### config.mk
export PLATFORM = sky130hd
export DESIGN_NAME = rs232_sim_chan
export DESIGN_NICKNAME = d
export VERILOG_FILES = /design/src/rtl/rs232_sim_chan.sv
export SDC_FILE = /design/constraint.sdc
export NUM_CORES = 1
export LEC_CHECK = 0
export ABC_AREA = 1
export CORE_AREA = 2 2 107 186
export CTS_CLUSTER_DIAMETER = 200
export DETAILED_ROUTE_END_ITERATION = 8
export DIE_AREA = 0 0 109 188
export PLACE_DENSITY = 0.78
export SETUP_SLACK_MARGIN = 0.02
export SLEW_MARGIN = 30
export SYNTH_ARGS = -nofsm -noshare
export SYNTH_HDL_FRONTEND = slang
export SYNTH_SLANG_ARGS = --single-unit
### constraint.sdc
create_clock -name CLK_50MHZ -period 3.02 [get_ports CLK_50MHZ]
set_input_delay 0.604 -clock CLK_50MHZ [delete_from_list [all_inputs] [get_ports CLK_50MHZ]]
set_output_delay 0.604 -clock CLK_50MHZ [all_outputs]
set_load 0.01 [all_outputs]
### src/rtl/rs232_sim_chan.sv
// RS232 channel model: FIFO-fed serializer on TX, sampling deserializer on RX.
// Frame format (data bits, parity, stop bits) and bit rate are set by parameters.
//
// state   | meaning
// --------+---------------------------------------------------
// S_IDLE  | line high; TX pops FIFO / RX waits for a start edge
// S_START | start bit (TX drives low, RX re-checks at mid-bit)
// S_DATA  | data bits, LSB first
// S_PAR   | parity bit (unused when PARITY = 0)
// S_STOP  | stop bit(s); RX strobes its result at mid-bit
module rs232_sim_chan #(
    parameter int CLK_HZ    = 50000000,
    parameter int BAUD      = 115200,
    parameter int DATA_BITS = 8,
    parameter int PARITY    = 0,
    parameter int STOP_BITS = 1,
    parameter int TX_DEPTH  = 16
) (
    input  logic                        CLK_50MHZ,
    input  logic                        RST,
    output logic                        TX,
    input  logic                        RX,
    input  logic [DATA_BITS-1:0]        tx_data,
    input  logic                        tx_valid,
    output logic                        tx_ready,
    output logic [$clog2(TX_DEPTH):0]   tx_level,
    output logic                        tx_busy,
    output logic [DATA_BITS-1:0]        rx_data,
    output logic                        rx_valid,
    output logic                        rx_frame_err,
    output logic                        rx_parity_err
);

    localparam int DIV = CLK_HZ / BAUD;
    localparam int AW  = $clog2(TX_DEPTH);
    localparam int CW  = $clog2(STOP_BITS * DIV) + 1;
    localparam logic [CW-1:0] BIT_LOAD  = CW'(DIV - 1);
    localparam logic [CW-1:0] STOP_LOAD = CW'(STOP_BITS * DIV - 1);
    localparam logic [CW-1:0] HALF_LOAD = CW'(DIV / 2);
    localparam logic [2:0]    LAST_BIT  = 3'(DATA_BITS - 1);
    localparam logic          PAR_ODD   = (PARITY == 1);
    localparam logic          HAS_PAR   = (PARITY != 0);

    typedef enum logic [2:0] {S_IDLE, S_START, S_DATA, S_PAR, S_STOP} state_t;

    logic [DATA_BITS-1:0] fifo_mem [TX_DEPTH];
    logic [AW-1:0]        wr_ptr, rd_ptr;
    logic [AW:0]          fifo_cnt;
    logic                 push, pop;

    state_t               tx_state, tx_next;
    logic [CW-1:0]        tx_cnt;
    logic [2:0]           tx_idx;
    logic [DATA_BITS-1:0] tx_shift;
    logic                 tx_par;
    logic                 tx_tc;

    assign tx_ready = (fifo_cnt != (AW+1)'(TX_DEPTH));
    assign tx_level = fifo_cnt;
    assign push     = tx_valid && tx_ready;
    assign pop      = (tx_state == S_IDLE) && (fifo_cnt != '0);

    always_ff @(posedge CLK_50MHZ) begin
        if (push && !RST)
            fifo_mem[wr_ptr] <= tx_data;
    end

    always_ff @(posedge CLK_50MHZ) begin
        if (RST) begin
            wr_ptr   <= '0;
            rd_ptr   <= '0;
            fifo_cnt <= '0;
        end else begin
            if (push) wr_ptr <= wr_ptr + AW'(1);
            if (pop)  rd_ptr <= rd_ptr + AW'(1);
            if (push && !pop)
                fifo_cnt <= fifo_cnt + (AW+1)'(1);
            else if (pop && !push)
                fifo_cnt <= fifo_cnt - (AW+1)'(1);
        end
    end

    assign tx_tc = (tx_cnt == '0);

    always_comb begin
        tx_next = tx_state;
        case (tx_state)
            S_IDLE:  if (pop) tx_next = S_START;
            S_START: if (tx_tc) tx_next = S_DATA;
            S_DATA:  if (tx_tc && tx_idx == LAST_BIT) tx_next = HAS_PAR ? S_PAR : S_STOP;
            S_PAR:   if (tx_tc) tx_next = S_STOP;
            S_STOP:  if (tx_tc) tx_next = S_IDLE;
            default: tx_next = S_IDLE;
        endcase
    end

    always_ff @(posedge CLK_50MHZ) begin
        if (RST) begin
            tx_state <= S_IDLE;
            tx_cnt   <= '0;
            tx_idx   <= '0;
            tx_shift <= '0;
            tx_par   <= 1'b0;
        end else begin
            tx_state <= tx_next;
            if (pop) begin
                tx_shift <= fifo_mem[rd_ptr];
                tx_par   <= (^fifo_mem[rd_ptr]) ^ PAR_ODD;
                tx_cnt   <= BIT_LOAD;
                tx_idx   <= '0;
            end else if (tx_state != S_IDLE) begin
                if (tx_tc) begin
                    tx_cnt <= (tx_next == S_STOP) ? STOP_LOAD : BIT_LOAD;
                    if (tx_state == S_DATA) begin
                        tx_shift <= tx_shift >> 1;
                        tx_idx   <= tx_idx + 3'd1;
                    end
                end else begin
                    tx_cnt <= tx_cnt - CW'(1);
                end
            end
        end
    end

    always_comb begin
        TX = 1'b1;
        case (tx_state)
            S_START: TX = 1'b0;
            S_DATA:  TX = tx_shift[0];
            S_PAR:   TX = tx_par;
            default: TX = 1'b1;
        endcase
    end

    assign tx_busy = (tx_state != S_IDLE);

    logic [1:0]           rx_sync;
    logic                 rx_s;
    state_t               rx_state, rx_next;
    logic [CW-1:0]        rx_cnt;
    logic [2:0]           rx_idx;
    logic [DATA_BITS-1:0] rx_shift;
    logic                 rx_perr;
    logic                 rx_armed;
    logic                 rx_tc;

    assign rx_s  = rx_sync[1];
    assign rx_tc = (rx_cnt == '0);

    always_comb begin
        rx_next = rx_state;
        case (rx_state)
            S_IDLE:  if (!rx_s && rx_armed) rx_next = S_START;
            S_START: if (rx_tc) rx_next = rx_s ? S_IDLE : S_DATA;
            S_DATA:  if (rx_tc && rx_idx == LAST_BIT) rx_next = HAS_PAR ? S_PAR : S_STOP;
            S_PAR:   if (rx_tc) rx_next = S_STOP;
            S_STOP:  if (rx_tc) rx_next = S_IDLE;
            default: rx_next = S_IDLE;
        endcase
    end

    always_ff @(posedge CLK_50MHZ) begin
        if (RST) begin
            rx_sync       <= 2'b11;
            rx_state      <= S_IDLE;
            rx_cnt        <= '0;
            rx_idx        <= '0;
            rx_shift      <= '0;
            rx_perr       <= 1'b0;
            rx_armed      <= 1'b1;
            rx_data       <= '0;
            rx_valid      <= 1'b0;
            rx_frame_err  <= 1'b0;
            rx_parity_err <= 1'b0;
        end else begin
            rx_sync  <= {rx_sync[0], RX};
            rx_state <= rx_next;
            rx_valid <= 1'b0;
            if (rx_state == S_IDLE) begin
                rx_cnt  <= HALF_LOAD;
                rx_idx  <= '0;
                rx_perr <= 1'b0;
            end else if (rx_tc) begin
                rx_cnt <= BIT_LOAD;
            end else begin
                rx_cnt <= rx_cnt - CW'(1);
            end
            if (rx_state == S_DATA && rx_tc) begin
                rx_shift <= {rx_s, rx_shift[DATA_BITS-1:1]};
                rx_idx   <= rx_idx + 3'd1;
            end
            if (rx_state == S_PAR && rx_tc)
                rx_perr <= (^rx_shift) ^ rx_s ^ PAR_ODD;
            if (rx_state == S_STOP && rx_tc) begin
                rx_valid      <= 1'b1;
                rx_data       <= rx_shift;
                rx_frame_err  <= !rx_s;
                rx_parity_err <= rx_perr;
            end
            // a low stop bit disarms start detection until the line is seen idle
            if (rx_state == S_STOP && rx_tc && !rx_s)
                rx_armed <= 1'b0;
            else if (rx_s)
                rx_armed <= 1'b1;
        end
    end

endmodule

**Yosys cells after proc, flatten, opt, wreduce, memory -nomap -nowiden**

Memory sizes are Yosys's and may differ from the RTL's. A register that Yosys moved wholly into a read port is not among the register bits.
Index checks and enable logic that the tools add are counted.

- RAM bits: 128
- Memories: 1
- Register bits: 77
- Output and inout port bits: 19

Memory list:

| memory | depth | width | rd ports | clocked after Yosys merged registers in | write ports | RTL line | RTL |
|---|---|---|---|---|---|---|---|
| fifo_mem | 16 | 8 | 1 | 1 | 1 | 46 | `logic [DATA_BITS-1:0] fifo_mem [TX_DEPTH];` |

- Equal/unequal tests: 21
- Reductions and logical operators: 38
- $add $sub $neg: 8
- Mux-type cells: 36
- Bitwise gates (word level): 1

Operators by type and width:

| kind | count |
|---|---|
| $mux W8 | 5 |
| $mux W3 | 12 |
| $pmux W3 S5 | 2 |
| $mux W9 | 3 |
| $logic_not A10 Y1 | 2 |
| $ne A2 B2 Y1 const B | 10 |
| $sub A10 B1 Y10 const B | 2 |
| $reduce_xor A8 Y1 | 2 |
| $reduce_bool A2 Y1 | 7 |
| $eq A3 B2 Y1 const B | 4 |
| $eq A3 B3 Y1 const B | 4 |
| $logic_and A1 B1 Y1 | 12 |
| $mux W10 | 1 |
| $mux W5 | 2 |
| $reduce_and A5 Y1 | 2 |
| $add A4 B1 Y4 const B | 2 |
| $mux W4 | 2 |
| $mux W1 | 7 |
| $add A3 B1 Y3 const B | 2 |
| $eq A3 B1 Y1 const B | 2 |
| $logic_not A3 Y1 | 2 |
| $reduce_and A3 Y1 | 2 |
| $add A5 B1 Y5 const B | 1 |
| $ne A5 B5 Y1 const B | 1 |
| 9 further kinds | 13 |

**Depth between registers and ports, before layout**

- Depth in word-level cells: 6
- Mapped depth: 17
- Depth with buffers taken out: 16

**Worst setup path before layout**

No wires, ideal clock.

- Path kind: register -> register
- From: register fifo_cnt[0] (netlist: tx_level[0])
- To: register fifo_cnt[4] (netlist: tx_level[4])
- Setup time: 70 ps
- Arrival time: 2,324 ps
- Buffers on the path: 1
- Setup slack: 625 ps
- Period minus slack after synthesis: 2,395 ps
- Stages on the path, launching flop included: 15
- Required time: 2,950 ps
- Cells stage by stage: dfxtp_1 -> nor2_1 -> nand3_1 -> nor2_1 -> inv_1 -> nand2_1 -> clkbuf_1 -> ha_1 -> inv_1 -> fa_1 -> a21o_1 -> a21oi_1 -> xor2_1 -> nand2_1 -> a21oi_1

- Word-level cells in the longest chain between the ends: 5
- Elaborated cells on any way between the ends: 13

Ends and longest elaborated chain:

| item | RTL line | RTL |
|---|---|---|
| from (decl) | 48 | `logic [AW:0] fifo_cnt;` |
| from (signal assigned) | 77 | `fifo_cnt <= fifo_cnt + (AW+1)'(1);` |
| from (signal assigned) | 79 | `fifo_cnt <= fifo_cnt - (AW+1)'(1);` |
| branches (longest 5 deep; another with $sub A5 B1 Y5) | n/a |  |

Parallel ways; which one is timed is not known. The select of a mux whose other input is x is not followed.
A chain may end at the register's enable or synchronous reset.

**Worst setup path in the final report**

- From: register tx_state[0]
- To: output tx_busy

- Word-level cells in the longest chain between the ends: 1

Ends and longest elaborated chain:

| item | RTL line | RTL |
|---|---|---|
| from (decl) | 51 | `state_t tx_state, tx_next;` |
| from (signal assigned) | 105 | `tx_state <= tx_next;` |
| $reduce_bool A3 Y1 | 135 | `assign tx_busy = (tx_state != S_IDLE);` |
| to (decl) | 27 | `output logic tx_busy,` |

Every way passes these cells.

==> run metrics <==
crit start category=flip-flop; leakage power=0.004468 µW; PostCTS Resize Cnt=0; EDFF count, synth=128; Reg2Reg Setup Slack=600 ps; Detailed Route Iter0 Violations=459; GRT Overall Usage=20.86%; setup repair after global routing missed its margin=false; Post-CTS Hold Fix Bufs=0; Ports=31; number of setup buffers added after CTS=0; Yosys cell types=40; fillers=1655; DRT Pass-1 Iters=5; Worst Reg2Reg Path Length in Cells=12; Final Slew Violations=0; Rel. slew slack=49.53%; routed vias/inst=5.226; worst-case clock buffer depth=3; global-route wire length before repair=33850 µm; initial core utilization=49.05%; share of async-settable or async-resettable flops after synthesis=0%; Flop pwr share=38.7%; dpl ws=279.8 ps; H-Tree Depth=1; final worst slack=264.7 ps; status=complete, no violations; period utilization=91.23%; port bufs=30; Critical Path AT=2150 ps; FF-to-FF End=tx_level[4]; Total Routed Length=20750 µm; Worst Tran Pin Value=754.7 ps; Worst Setup End Kind=output port; Max-Cap Viols=0; Antenna Diode Count=0; Chip Height=188 µm; Clk Latency, worst-skew pair=490 ps; Yosys reg bits=209; Seq/Total Area, Yosys=58.55%; top_reg_cell synth=edfxtp_1; full die area=20490 µm²; Hold WC Path Type=flip-flop to flip-flop; Clock Pin Slew Worst Setup and Hold Paths=60 ps; WS Path Type=flip-flop to output port; Sw Ratio=36.60%; GPL Wtd Cong=0.9069; Area growth syn-to-layout=12.77%; antenna violations before repair=0; CTS tree=built; CP Max Fanout=7; combinational power share=35.1%; Max VDD drop=465.8 µV; post-synthesis area per instance=8.941 µm²; post-route minimum period=2755 ps; Post-Syn Nets=1073; Worst EP required=2420 ps; f_max=362.9 MHz; commonest cells after routing, fill and taps aside=289 x nand2_1, 135 x inv_1, 128 x edfxtp_1; NetSw=3314 µW; pin count of the biggest net entering global routing=45; Worst Setup SP=tx_state[0]; vias in the first global route=7066; worst r2r src=tx_state[0]; TritonCTS buffer count=19; Die X-Extent=109 µm; grt ovf=0; Internal Power=5741 µW; TNS Setup=0 ps; DRC Markers=0; Hold Path Depth=1; area of the mapped netlist=9334 µm²; Power Dens Cells=860.3 nW/µm²; Setup Viol. Count Final=0; Root Buffer=clkbuf_16; crit path to=tx_busy; DP HPWL=13940 µm; most common cell after layout, fill and taps aside=nand2_1; Hold Fails Final Rpt=0; via count=7008; # nets final=1116; total core area=19030 µm²; Post-DRT Antenna Nets=0; wire per inst=15.48 µm; Final Skew=11.80 ps; Cells after Synth=1044; Clock Power Share=26.1%; clock sink total=209; warnings from Yosys=0; placement row count=67; share of layout cells above drive strength 1=6.818%
-- per-layer routing --
layer  vias to the layer above  track usage [%]  share of wire (%)
met1                      3261            21.67                 35
met3                        61            2.503                4.4
met5                         -                0                  0
met4                         0            10.60                4.4
li1                       3484                -                  -
met2                       202            39.56                 56
-- metrics by stage --
step / hold slack (ps) / instances / area (µm²) / util (%) / total power [µW]
3_3_place_gp: 397.8 / 1307 / 9921 / 52.13 / 6614
3_5_place_dp: 405.6 / 1307 / 9921 / 52.13 / 6707
6_report: 412.3 / 1341 / 10530 / 55.32 / 9055
5_1_grt: 430.8 / 1341 / 10530 / 55.32 / 9670
2_1_floorplan: 389.5 / 1044 / 9334 / - / 5905
4_1_cts: 420.3 / 1341 / 10530 / 55.32 / 9089
-- flip-flops by register name (all words and copies together) (netlist names), 4 cells and up, named ones only --
signal    count
fifo_mem    128
rx_cnt       10
tx_cnt       10
rx_data       8
rx_shift      8
tx_shift      8
tx_level      5
rd_ptr        4
wr_ptr        4
-- synthesized netlist by cell type, drive strengths merged, types with 2 or more instances --
| cell | count | area (µm²) |
|---|---|---|
| edfxtp | 128 | 3844 |
| o21ai | 55 | 275.3 |
| dfxtp | 81 | 1622 |
| or2 | 5 | 31.28 |
| nand4 | 3 | 18.77 |
| clkbuf | 9 | 33.78 |
| buf | 26 | 185.2 |
| a22oi | 2 | 15.01 |
| nor4 | 2 | 12.51 |
| xnor2 | 10 | 87.58 |
| nand3 | 97 | 485.5 |
| xor2 | 8 | 70.07 |
| nand2 | 294 | 1116 |
| o22ai | 2 | 12.51 |
| a211oi | 2 | 15.01 |
| nor3 | 18 | 90.09 |
| a31oi | 4 | 25.02 |
| ha | 16 | 200.2 |
| nor2 | 84 | 337.8 |
| inv | 139 | 521.8 |
| a21oi | 48 | 244.0 |
| o31ai | 3 | 22.52 |
-- critical path, cell delays in order (launching register included) --
cell and delay (ps):
dfxtp_1 320, nor2_1 130, inv_1 70, nor2_2 310, inv_1 280, clkdlybuf4s50_1 540
-- power groups by stage --
| stage | clock network (µW) | logic [µW] | registers (µW) |
|---|---|---|---|
| after floorplan | 0 | 2380 | 3530 |
| after global placement | 0 | 3060 | 3550 |
| after detailed placement | 0 | 3150 | 3560 |
| after CTS | 2410 | 3180 | 3500 |
| after global routing | 2510 | 3630 | 3540 |
| final | 2370 | 3180 | 3500 |
-- final cells by class --
| class | count | area, µm² | area share (%) |
|---|---|---|---|
| timing repair buffer | 57 | 503.0 | 4.778 |
| multi-input combinational | 660 | 3124 | 29.68 |
| tap | 241 | 301.5 | 2.865 |
| sequential | 209 | 5466 | 51.93 |
| inverter | 140 | 525.5 | 4.992 |
| clock buffer | 26 | 511.7 | 4.862 |
| clock inverter | 8 | 93.84 | 0.8915 |
-- cells by family after synthesis --
| kind of cell | synth area share, % |
|---|---|
| and+or+nand+nor | 22.56 |
| xor gates and xnor gates | 1.689 |
| DFF | 58.55 |
| adders and majority gates | 2.359 |
| buffers and inverters | 7.976 |
| AOI/OAI and AO/OA | 6.863 |
-- how the worst min path moves through the flow --
stage	slack (ps)	start	end
after floorplan	390	rx_sync[0]	rx_sync[1]
after global placement	400	rx_sync[0]	rx_sync[1]
after detailed placement	410	rx_sync[0]	rx_sync[1]
after CTS	420	rx_sync[0]	rx_sync[1]
after global routing	430	rx_sync[0]	rx_sync[1]
final	410	rx_sync[0]	rx_sync[1]
(Power assumes the default switching activity.)
